[src/rtl/deal_sequencer.sv]
// deal_sequencer: starts the shuffler for each hand, then serves per-street deal
// requests (hole, flop, turn, river). It reads the shuffled deck in order, burns
// one card before each board street, and writes every dealt card into its slot.
// All strobes and data outputs are registered. ready and deal_done are decoded
// straight from the state register.
module deal_sequencer #(
  parameter int CARD_W    = 6,
  parameter int DECK_SIZE = 52,
  parameter int ADDR_W    = 6
) (
  input  logic              clk,
  input  logic              reset,
  input  logic              new_hand,
  input  logic              first_player,
  input  logic              deal_req,
  input  logic [1:0]        deal_stage,
  output logic              shuffle_start,
  input  logic              shuffle_done,
  output logic              rd_en,
  output logic [ADDR_W-1:0] rd_addr,
  input  logic [CARD_W-1:0] rd_data,
  output logic              card_wr_en,
  output logic [3:0]        card_wr_slot,
  output logic [CARD_W-1:0] card_wr_data,
  output logic              ready,
  output logic              deal_done,
  output logic              deal_err
);

  typedef enum logic [2:0] {IDLE, SHUFFLE, READY, DEAL, DONE} state_t;

  // The deck address must be able to reach every card in the deck.
  if ((2 ** ADDR_W) < DECK_SIZE) begin : g_addr_w_check
    $error("deal_sequencer: ADDR_W too narrow for DECK_SIZE");
  end

  state_t              state, state_n;
  logic [ADDR_W-1:0]   ptr, ptr_n;
  logic [1:0]          exp_stage, exp_stage_n;
  logic                river_done, river_done_n;
  logic [1:0]          stage_q, stage_n;
  logic                fp_q, fp_n;
  logic [1:0]          rd_idx, rd_idx_n;
  logic                start_q, start_n;
  logic                rd_en_q, rd_en_n;
  logic [ADDR_W-1:0]   rd_addr_q, rd_addr_n;
  logic                wr_en_q, wr_en_n;
  logic [3:0]          wr_slot_q, wr_slot_n;
  logic [CARD_W-1:0]   wr_data_q, wr_data_n;
  logic                err_q, err_n;
  logic                accept;
  logic [ADDR_W-1:0]   burn;

  // Index of the last card read for a street (4, 3, 1, 1 cards).
  function automatic logic [1:0] last_idx_of(input logic [1:0] stage);
    case (stage)
      2'd0:    last_idx_of = 2'd3;
      2'd1:    last_idx_of = 2'd2;
      default: last_idx_of = 2'd0;
    endcase
  endfunction

  // Slot for the idx-th card of a street. Hole cards alternate between the
  // players starting with first_player; card 0 of both players comes first.
  function automatic logic [3:0] slot_of(input logic [1:0] stage, input logic fp,
                                         input logic [1:0] idx);
    case (stage)
      2'd0:    slot_of = {2'b00, idx[0] ^ fp, idx[1]};
      2'd1:    slot_of = 4'd4 + {2'b00, idx};
      2'd2:    slot_of = 4'd7;
      default: slot_of = 4'd8;
    endcase
  endfunction

  // Next-state, deck pointer and registered-output computation.
  always_comb begin
    state_n      = state;
    ptr_n        = ptr;
    exp_stage_n  = exp_stage;
    river_done_n = river_done;
    stage_n      = stage_q;
    fp_n         = fp_q;
    rd_idx_n     = rd_idx;
    start_n      = 1'b0;
    rd_en_n      = 1'b0;
    rd_addr_n    = '0;
    wr_en_n      = 1'b0;
    wr_slot_n    = 4'd0;
    wr_data_n    = '0;
    err_n        = 1'b0;
    accept       = (state == READY) && deal_req && (deal_stage == exp_stage) && !river_done;
    burn         = (deal_stage != 2'd0) ? ADDR_W'(1) : ADDR_W'(0);

    if (new_hand) begin
      state_n = SHUFFLE;
      start_n = 1'b1;
    end else begin
      if (rd_en_q) begin
        wr_en_n   = 1'b1;
        wr_slot_n = slot_of(stage_q, fp_q, rd_idx);
        wr_data_n = rd_data;
      end
      if (deal_req && !accept) begin
        err_n = 1'b1;
      end
      case (state)
        IDLE: begin
        end
        SHUFFLE: begin
          if (shuffle_done) begin
            state_n      = READY;
            ptr_n        = '0;
            exp_stage_n  = 2'd0;
            river_done_n = 1'b0;
          end
        end
        READY: begin
          if (accept) begin
            state_n   = DEAL;
            stage_n   = deal_stage;
            fp_n      = first_player;
            rd_idx_n  = 2'd0;
            rd_en_n   = 1'b1;
            rd_addr_n = ptr + burn;
            ptr_n     = ptr + burn + ADDR_W'(1);
          end
        end
        DEAL: begin
          if (rd_idx == last_idx_of(stage_q)) begin
            state_n = DONE;
          end else begin
            rd_en_n   = 1'b1;
            rd_addr_n = ptr;
            ptr_n     = ptr + ADDR_W'(1);
            rd_idx_n  = rd_idx + 2'd1;
          end
        end
        DONE: begin
          state_n = READY;
          if (stage_q == 2'd3) begin
            river_done_n = 1'b1;
          end else begin
            exp_stage_n = exp_stage + 2'd1;
          end
        end
        default: state_n = IDLE;
      endcase
    end
  end

  // State, deal bookkeeping and output registers.
  always_ff @(posedge clk) begin
    if (reset) begin
      state      <= IDLE;
      ptr        <= '0;
      exp_stage  <= 2'd0;
      river_done <= 1'b0;
      stage_q    <= 2'd0;
      fp_q       <= 1'b0;
      rd_idx     <= 2'd0;
      start_q    <= 1'b0;
      rd_en_q    <= 1'b0;
      rd_addr_q  <= '0;
      wr_en_q    <= 1'b0;
      wr_slot_q  <= 4'd0;
      wr_data_q  <= '0;
      err_q      <= 1'b0;
    end else begin
      state      <= state_n;
      ptr        <= ptr_n;
      exp_stage  <= exp_stage_n;
      river_done <= river_done_n;
      stage_q    <= stage_n;
      fp_q       <= fp_n;
      rd_idx     <= rd_idx_n;
      start_q    <= start_n;
      rd_en_q    <= rd_en_n;
      rd_addr_q  <= rd_addr_n;
      wr_en_q    <= wr_en_n;
      wr_slot_q  <= wr_slot_n;
      wr_data_q  <= wr_data_n;
      err_q      <= err_n;
    end
  end

  assign shuffle_start = start_q;
  assign rd_en         = rd_en_q;
  assign rd_addr       = rd_addr_q;
  assign card_wr_en    = wr_en_q;
  assign card_wr_slot  = wr_slot_q;
  assign card_wr_data  = wr_data_q;
  assign ready         = (state == READY);
  assign deal_done     = (state == DONE);
  assign deal_err      = err_q;

endmodule
[config.mk]
export PLATFORM = sky130hd
export DESIGN_NAME = deal_sequencer
export DESIGN_NICKNAME = d
export VERILOG_FILES = /design/src/rtl/deal_sequencer.sv
export SDC_FILE = /design/constraint.sdc
export NUM_CORES = 1
export LEC_CHECK = 0
export CAP_MARGIN = 20
export CORE_UTILIZATION = 43
export DETAILED_ROUTE_END_ITERATION = 10
export PLACE_DENSITY_LB_ADDON = 0.25
export REMOVE_ABC_BUFFERS = 1
export SLEW_MARGIN = 25
export SYNTH_ARGS = -nofsm -noshare
export SYNTH_HDL_FRONTEND = slang
export SYNTH_SLANG_ARGS = --single-unit
[constraint.sdc]
create_clock -name clk -period 2.4 [get_ports clk]
set_input_delay 0.6 -clock clk [delete_from_list [all_inputs] [get_ports clk]]
set_output_delay 0.6 -clock clk [all_outputs]
set_load 0.1 [all_outputs]
==> summary.md, run 1 <==
| Metric | Value |
|---|---|
| Clk pwr share | 42.9% |
| VDD IR-drop max | 0.333 mV |
| Vias | 1679 |
| Post-synthesis sequential area ratio | 39.5% |
| WP data required | 2.62 ns |
| Post-Place Setup Slack | -0.769 ns |
| Final Power | 1270 uW |
| Post-synthesis cell area | 1880 um^2 |
| Synthesis-to-finish area growth | 36.2% |
| Net count, final | 296 |
| P_sw | 292 uW |
| Drt initial violations | 66 |
| Num Clock Sinks | 37 |
| PwrDens | 496 nW/um^2 |
| Setup violations, final | 0 |
| Dpl hpwl | 3020 um |
| Clk_lat worst skew | 0.29 ns |
| Ys flop type | dfxtp_1 |
| Port bufs | 35 |
| Hold buffers post-CTS | 0 |
| DRC Markers | 0 |
| CTS buffer count | 5 |
| First-pass GRT wire length | 6730 um |
| Flop pwr share | 48.8% |
| Fin util | 62.6% |
| Crit-path max FO | 3 |
| GP Congestion | 0.823 |
| Vias in the first global route | 1500 |
| Min cycle time layout | 2.37 ns |
| Period Utilization, post-route | 98.8% |
| Synth Register Bits | 37 |
| Routed vias/inst | 5.17 |
| Final WL | 4110 um |
| Synth area leader | dfxtp_1 |
| Num rows | 23 |
| Max-cap viol count | 0 |
| Synth top area share | 39.5% |
| Highest clock rate | 422 MHz |
| Core footprint | 4090 um^2 |
| Distinct cell type count after synthesis | 50 |
| Crit start category | input port |
| Warnings, synthesis | 0 |
| Actual slew at the worst max-slew pin | 0.375 ns |
| Setup TNS | 0 ns |
| Final Skew | 0.00765 ns |
| Clk slew on worst S/H paths | 0.07 ns |
| Initial Util | 45.9% |
| Die area | 4630 um^2 |
| Clock Tree Buf Depth | 2 |
| Area of the multi-input gates | 1060 um^2 |
| Total track usage | 19.4% |
| Crit. End Element | flop |
| Register area | 741 um^2 |
| Leakage power | 0.00108 uW |
| Synth top area cells | dfxtp_1, a21oi_1, ha_1, nand2_1, nor2_1 |
| Initial antenna violation count | 0 |
| Post-synth ARST share | 0% |
| Largest net degree at the start of global routing | 14 |
| Crit path kind | input port to flop |
| Worst Slack Setup Final | 0.0287 ns |
| # diodes | 0 |
| Min-Delay Path Class | flop to flop |
| Die Span Y | 68.1 um |
| Max_slew headroom | 74.9% |
| Count of filler cells inserted in the layout | 351 |
| TritonCTS clock tree | built |
| Mapped Cells | 218 |
| Final Hold Viols | 0 |
| Pins Over Slew Limit | 0 |
| Switching share of power | 23.0% |
| Clock Tree Root | clkbuf_8 |
| Post-synth EDFFs | 0 |
| Worst endpoint data arrival time | 2.59 ns |
| RSZ-0062 raised after global routing | true |
| First-pass DRT Iterations | 4 |
| Part of the power in combinational logic | 8.3% |
| Top Ports | 36 |
| Die Span X | 68.1 um |
| Internal | 977 uW |
| Synthesized area per cell | 8.61 um^2 |
| Post-route ant nets | 0 |
| Post-DR wirelength/cell | 12.6 um |
| Outcome | finished, final reports clean |
| Global route total overflow | 0 |
| Proportion of layout cells with a drive suffix above 1 | 28.4% |
| H-tree lvl count | 2 |
## Yosys cell counts (2+ instances only)
library cell  count
a21o_1            2
a21oi_1          20
a221oi_1          2
a22oi_1           2
a31oi_1           2
a41oi_1           2
and2_1            2
and3_1           11
buf_2             2
buf_6             4
clkbuf_1          5
clkbuf_8          2
dfxtp_1          37
ha_1              8
inv_1            10
nand2_1          19
nand2b_1          2
nand3_1           7
nand3b_1          2
nor2_1           19
nor3_1            7
nor4_1            2
o21ai_0          10
o21bai_1          2
o22ai_1           2
o31ai_1           2
or2_2             2
or3_1             2
xnor2_1           6
xor2_1            3
## final cells by class
class,instances,share of cell area [%]
Clock inverter,3,1.81
Multi-Input combinational cell,156,41.7
Tap cell,50,2.45
Clock buffer,5,2.69
Timing Repair Buffer,64,20.9
Sequential cell,37,29.0
Inverter,10,1.47
## per-stage QoR
stage          hold slack (ns)  instances  instance area [um^2]
6_report                 0.488        325                  2560
5_1_grt                  0.506        325                  2560
4_1_cts                  0.487        325                  2520
3_5_place_dp             0.476        316                  2360
3_3_place_gp             0.463        316                  2360
2_1_floorplan            0.444        203                  1760
## state kept, by name, summed over array words and instances (netlist names)
signal	cells
fp_q	1
state	3
rd_en	1
stage_q	2
card_wr_slot	4
card_wr_en	1
ptr	6
deal_err	1
river_done	1
card_wr_data	6
rd_idx	2
exp_stage	2
shuffle_start	1
rd_addr	6
## power by group through the flow
stage          combinational [uW]  clock [uW]  sequential, uW
2_1_floorplan                34.3           0             648
3_3_place_gp                  103           0             634
3_5_place_dp                  103           0             634
4_1_cts                       104         554             620
5_1_grt                       114         572             620
6_report                      105         544             620
## repair_timing
action,CTS,global route
pin swaps,3,5
endpoints found under the hold margin,0,0
gates resized for setup,10,9
setup buffers,1,0
endpoints found under the setup margin,4,3
## worst paths after layout
path                               startpoint  endpoint  slack [ns]  depth (start not counted)
worst max register to register     stage_q[1]    ptr[1]        0.20                          8
worst max-delay path            deal_stage[1]    ptr[4]        0.03                         12
worst min-delay path                   ptr[5]    ptr[5]        0.49                          1
worst min register to register         ptr[5]    ptr[5]        0.49                          1
## cells by family (layout without fill, tap and decap cells)
group,Yosys count,count (layout),synth area share (%)
xor+xnor,9,9,4.20
buf+inv,25,82,8.00
simple gates,86,86,24.8
fa+ha+maj,8,8,5.33
compound gates,52,52,17.7
flops,37,37,39.5
mux,1,1,0.533
## critical path, cell delays in order
cell and delay, ns:
dlygate4sd2_1 0.25, or2_4 0.27, ha_4 0.17, ha_4 0.21, nand2_2 0.05, nand2_2 0.06, ha_4 0.16, o211a_1 0.22
o21ai_2 0.15, o41ai_2 0.09, or2_4 0.23, a31oi_1 0.15
## layer usage
metal,wire length [um],share of wire (%),up-vias,global-route usage (%)
met5,0,0,-,0
met4,34,0.83,0,5.47
met3,214,5.2,4,4.00
met2,1840,45,53,31.3
met1,2020,49,746,25.8
li1,-,-,876,-
## placed cells by master (no fill, tap or decap), types with 3 or more instances in the layout
| cell type | instances |
|---|---|
| buf_4 | 49 |
| dfxtp_1 | 37 |
| nor2_1 | 19 |
| a21oi_1 | 18 |
| nand2_1 | 17 |
| and3_1 | 11 |
| clkdlybuf4s50_1 | 11 |
| inv_1 | 10 |
| o21ai_0 | 9 |
| nand3_1 | 7 |
| nor3_1 | 6 |
| xnor2_1 | 5 |
| ha_1 | 5 |
| clkbuf_8 | 5 |
| xor2_1 | 3 |
| ha_4 | 3 |
(Power assumes the default switching activity.)
==> inputs of run 2 (changes only) <==
Settings changed: CORE_UTILIZATION 43 to 36.
==> run 2 against run 1 <==
Utilization is 11 points lower. Setup slack gained 0.026 ns. Critical path type unchanged. Count of clock-buffer cells in the layout unchanged. Power is 2.1% lower. Sequential share of layout area up 0.23 points. Critical path depth is the same. Combinational power is essentially flat.
==> summary.md, run 2 (synthesis gave the netlist of run 1 again) <==
| Metric | Value |
|---|---|
| Outcome | finished, final reports clean |
| Num Clock Sinks | 37 |
| Post-DR wirelength/cell | 12.3 um |
| Most frequent cells in the layout | buf_4, dfxtp_1, nor2_1, nand2_1, a21oi_1 |
| Initial Util | 38.5% |
| Port bufs | 35 |
| Net count, final | 295 |
| Synthesis-to-finish area growth | 35.1% |
| Clock Tree Buf Depth | 2 |
| Met2 GRT Util | 22.7% |
| Final Power | 1240 uW |
| Num rows | 25 |
| PwrDens | 490 nW/um^2 |
| Switching share of power | 22.1% |
| Setup TNS | 0 ns |
| Min cycle time layout | 2.35 ns |
| Leakage power | 0.00107 uW |
| Actual slew at the worst max-slew pin | 0.369 ns |
| Vias | 1663 |
| Total track usage | 16.1% |
| Largest net degree at the start of global routing | 14 |
| Dpl hpwl | 3120 um |
| Max-cap viol count | 0 |
| Crit start category | input port |
| Proportion of layout cells with a drive suffix above 1 | 27.1% |
| Hold buffers post-CTS | 0 |
| Crit path kind | input port to flop |
| Clock Tree Root | clkbuf_8 |
| Global Route met3 Usage | 3.93% |
| Max_slew headroom | 75.3% |
| First-pass GRT wire length | 6640 um |
| Clk pwr share | 41.6% |
| P_sw | 275 uW |
| Post-route ant nets | 0 |
| Crit-path max FO | 3 |
| Core footprint | 4880 um^2 |
| Post-Place Setup Slack | -0.772 ns |
| Initial antenna violation count | 0 |
| Fin util | 52.0% |
| Drt initial violations | 99 |
| Min-Delay Path Class | flop to flop |
| Worst hold slack | 0.482 ns |
| Internal | 968 uW |
| Final Skew | 0.00427 ns |
| Flop pwr share | 49.9% |
| GP Congestion | 0.809 |
| Commonest non-fill, non-tap cell in the layout | buf_4 |
| Final WL | 4190 um |
| Routing usage on met1 | 23.1% |
| Clk slew on worst S/H paths | 0.07 ns |
| Highest clock rate | 426 MHz |
| Setup violations, final | 0 |
| DRC Markers | 0 |
| Top Ports | 36 |
| WP data required | 2.62 ns |
| Die area | 5510 um^2 |
| VDD IR-drop max | 0.272 mV |
| Final Hold Viols | 0 |
| Count of filler cells inserted in the layout | 469 |
| Crit. End Element | flop |
| First-pass DRT Iterations | 4 |
| Worst Slack Setup Final | 0.0548 ns |
| RSZ-0062 raised after global routing | false |
| Vias in the first global route | 1429 |
| Worst endpoint data arrival time | 2.56 ns |
| Die Span X | 74.2 um |
| Part of the power in combinational logic | 8.5% |
| Global route total overflow | 0 |
| TritonCTS clock tree | built |
| Busiest grt layer | met1 |
| Period Utilization, post-route | 97.7% |
| H-tree lvl count | 2 |
| CTS buffer count | 5 |
| Clk_lat worst skew | 0.28 ns |
| Die Span Y | 74.2 um |
| # diodes | 0 |
| Routed vias/inst | 4.89 |
| Pins Over Slew Limit | 0 |
## run 2: worst paths after layout
kind,from,to,slack (ns),depth (start not counted)
max,deal_stage[0],ptr[4],0.05,12
min,river_done,river_done,0.48,2
max reg2reg,stage_q[1],ptr[1],0.29,8
min reg2reg,river_done,river_done,0.48,2
## run 2: power by group through the flow
| stage | registers [uW] | logic (uW) | clock network (uW) |
|---|---|---|---|
| global route | 620 | 112 | 565 |
| global placement | 634 | 104 | 0 |
| detailed placement | 634 | 104 | 0 |
| finish | 620 | 105 | 517 |
| floorplan | 648 | 34.3 | 0 |
| CTS | 620 | 105 | 529 |
## run 2: layout make-up
class / count / area, um^2 / area share, %
repair buffers: 63 / 526 / 20.7
clock buffers: 5 / 68.8 / 2.71
inverters: 10 / 37.5 / 1.48
multi-input cells: 156 / 1040 / 41.2
clock inverters: 2 / 35.0 / 1.38
well taps: 67 / 83.8 / 3.31
flip-flops and latches: 37 / 741 / 29.2
## run 2: per-stage QoR
step	instance area, um^2	cells
6_report	2540	340
4_1_cts	2520	339
5_1_grt	2540	340
2_1_floorplan	1760	203
3_5_place_dp	2370	332
3_3_place_gp	2370	332
## run 2: repair_timing
action | 4_1_cts | 5_1_grt
setup buffers | 0 | 1
endpoints found under the hold margin | 0 | 0
pin swaps | 4 | 6
setup endpoints to repair | 4 | 2
resized for setup | 11 | 6
## run 2: layer usage
layer,vias up,wire length [um]
met4,0,40
met2,58,1660
met3,5,275
li1,874,-
met1,726,2210
met5,-,0
## run 2: worst max-delay path: stages
cell	delay, ns
clkdlybuf4s15_1	0.18
or2_4	0.25
ha_4	0.17
ha_4	0.21
nand2_1	0.05
nand2_1	0.06
ha_2	0.20
o211a_1	0.22
o21ai_2	0.14
o41ai_2	0.09
or2_4	0.25
a31oi_1	0.15
==> inputs of run 3 (changes only) <==
Settings changed: SKIP_CTS_REPAIR_TIMING from default to 1, SLEW_MARGIN 25 to 20.
Clock period 2.4 ns to 3 ns, I/O delays scaled along.
==> run 3 against run 2 <==
Non-clock buffer count shrank 14. Setup slack gained 0.038 ns. Global-route usage shrank 0.51 points. Die area is the same. Sequential share of layout area grew 1.8 points. Cell area shrank 5.9%. Clock power shrank 13%. Register-to-register slack gained 0.43 ns. Highest routed layer unchanged.
==> summary.md, run 3 (synthesis gave the netlist of run 1 again) <==
| Metric | Value |
|---|---|
| Critical Path Sink | ptr[4] |
| Clock Tree Root | clkbuf_8 |
| Most frequent cells in the layout | dfxtp_1, buf_4, a21oi_1, nor2_1, nand2_1 |
| Dpl hpwl | 2960 um |
| Die Span Y | 74.2 um |
| Setup violations, final | 0 |
| Largest net degree at the start of global routing | 15 |
| Final Skew | 0.00580 ns |
| CTS buffer count | 5 |
| Worst endpoint data arrival time | 3.12 ns |
| TritonCTS clock tree | built |
| Initial antenna violation count | 0 |
| Min-Delay Path Class | flop to flop |
| Net count, final | 281 |
| RSZ-0062 raised after global routing | false |
| Vias in the first global route | 1399 |
| Outcome | finished, final reports clean |
| First-pass GRT wire length | 6540 um |
| Num rows | 25 |
| Flop-to-flop setup slack | 0.72 ns |
| Crit start category | input port |
| FF-to-FF End | ptr[4] |
| Top Ports | 36 |
| Commonest non-fill, non-tap cell in the layout | dfxtp_1 |
| Count of filler cells inserted in the layout | 493 |
| DRC Markers | 0 |
| Clk slew on worst S/H paths | 0.08 ns |
| Final Power | 1020 uW |
| Leakage power | 0.00100 uW |
| R2R cell count | 9 |
| Die Span X | 74.2 um |
| Proportion of layout cells with a drive suffix above 1 | 21.2% |
| Worst setup path start | deal_stage[0] |
| Routed vias/inst | 4.95 |
| Min cycle time layout | 2.91 ns |
| VDD IR-drop max | 0.286 mV |
| Worst hold slack | 0.477 ns |
| Max-cap viol count | 0 |
| Max_slew headroom | 66.8% |
| Final Hold Viols | 0 |
| Global route total overflow | 0 |
| Initial Util | 38.5% |
| Crit path kind | input port to flop |
| Num Clock Sinks | 37 |
| Drt initial violations | 106 |
| Highest clock rate | 344 MHz |
| GP Congestion | 0.845 |
| Core footprint | 4880 um^2 |
| Synthesis-to-finish area growth | 27.2% |
| Final WL | 4070 um |
| Area of the multi-input gates | 1000 um^2 |
| Period Utilization, post-route | 96.9% |
| Clock Tree Buf Depth | 2 |
| First-pass DRT Iterations | 4 |
| # diodes | 0 |
| Die area | 5510 um^2 |
| PwrDens | 429 nW/um^2 |
| Vias | 1618 |
| Post-route ant nets | 0 |
| WP data required | 3.21 ns |
| Port bufs | 35 |
| Register area | 741 um^2 |
| Clk_lat worst skew | 0.28 ns |
| Actual slew at the worst max-slew pin | 0.497 ns |
| Crit. End Element | flop |
| Crit-path max FO | 3 |
| Total track usage | 15.6% |
| H-tree lvl count | 2 |
| R2r startpoint | state[2] |
| Post-DR wirelength/cell | 12.4 um |
| Pins Over Slew Limit | 0 |
[run 3: cell types whose count changed in the layout (fill, tap and decap cells not counted), moves of 2 or more]
cell / previous run / this run
ha_4: 2 / 0
a21oi_1: 18 / 20
buf_4: 48 / 36
buf_12: 2 / 0
a21oi_2: 2 / 0
ha_1: 5 / 7
[run 3: routing by layer]
metal	part of all wire (%)	GRT usage (%)	up-vias	wire length (um)
met3	5.4	3.79	4	219
met1	53	22.6	720	2150
met4	0.74	4.49	0	30
met2	41	22.6	45	1670
li1	-	-	849	-
met5	0	0	-	0
[run 3: metrics by stage]
stage | setup slack [ns] | instances | TNS, ns | instance area [um^2] | utilization [%]
finish | 0.0927 | 327 | 0 | 2390 | 48.9
global route | 0.0191 | 327 | 0 | 2390 | 48.9
CTS | -0.0320 | 327 | -0.0320 | 2370 | 48.5
detailed placement | -0.327 | 319 | -0.467 | 2250 | 46.1
global placement | -0.247 | 319 | -0.311 | 2250 | 46.1
floorplan | 0.242 | 203 | 0 | 1760 | -
[run 3: how the worst min path moves through the flow]
| stage | startpoint | to | slack [ns] | cells after the start |
|---|---|---|---|---|
| after floorplan | river_done | river_done | 0.44 | 2 |
| after global placement | river_done | river_done | 0.46 | 2 |
| after detailed placement | river_done | river_done | 0.47 | 2 |
| after CTS | river_done | river_done | 0.48 | 2 |
| after global routing | river_done | river_done | 0.51 | 2 |
| final | river_done | river_done | 0.48 | 2 |
[run 3: cell type report]
cell class,count,share of cell area (%)
Multi-Input combinational cell,156,42.0
Clock inverter,2,1.57
Timing Repair Buffer,49,16.9
Sequential cell,37,31.0
Tap cell,67,3.51
Clock buffer,6,3.46
Inverter,10,1.57
[run 3: power by group]
group	internal [uW]	switching [uW]	total, uW
sequential	494	5.92	500
combinational	35.6	40.2	75.8
clock	270	178	448
total	799	224	1020
[run 3: critical path, cell delays in order]
cell and delay (ns):
clkdlybuf4s50_1 0.42, or2_4 0.24, ha_1 0.19, ha_1 0.29, nand2_1 0.06, nand2_1 0.06
ha_2 0.20, o211a_1 0.22, o21ai_2 0.15, o41ai_2 0.09, or2_2 0.28, a31oi_1 0.16
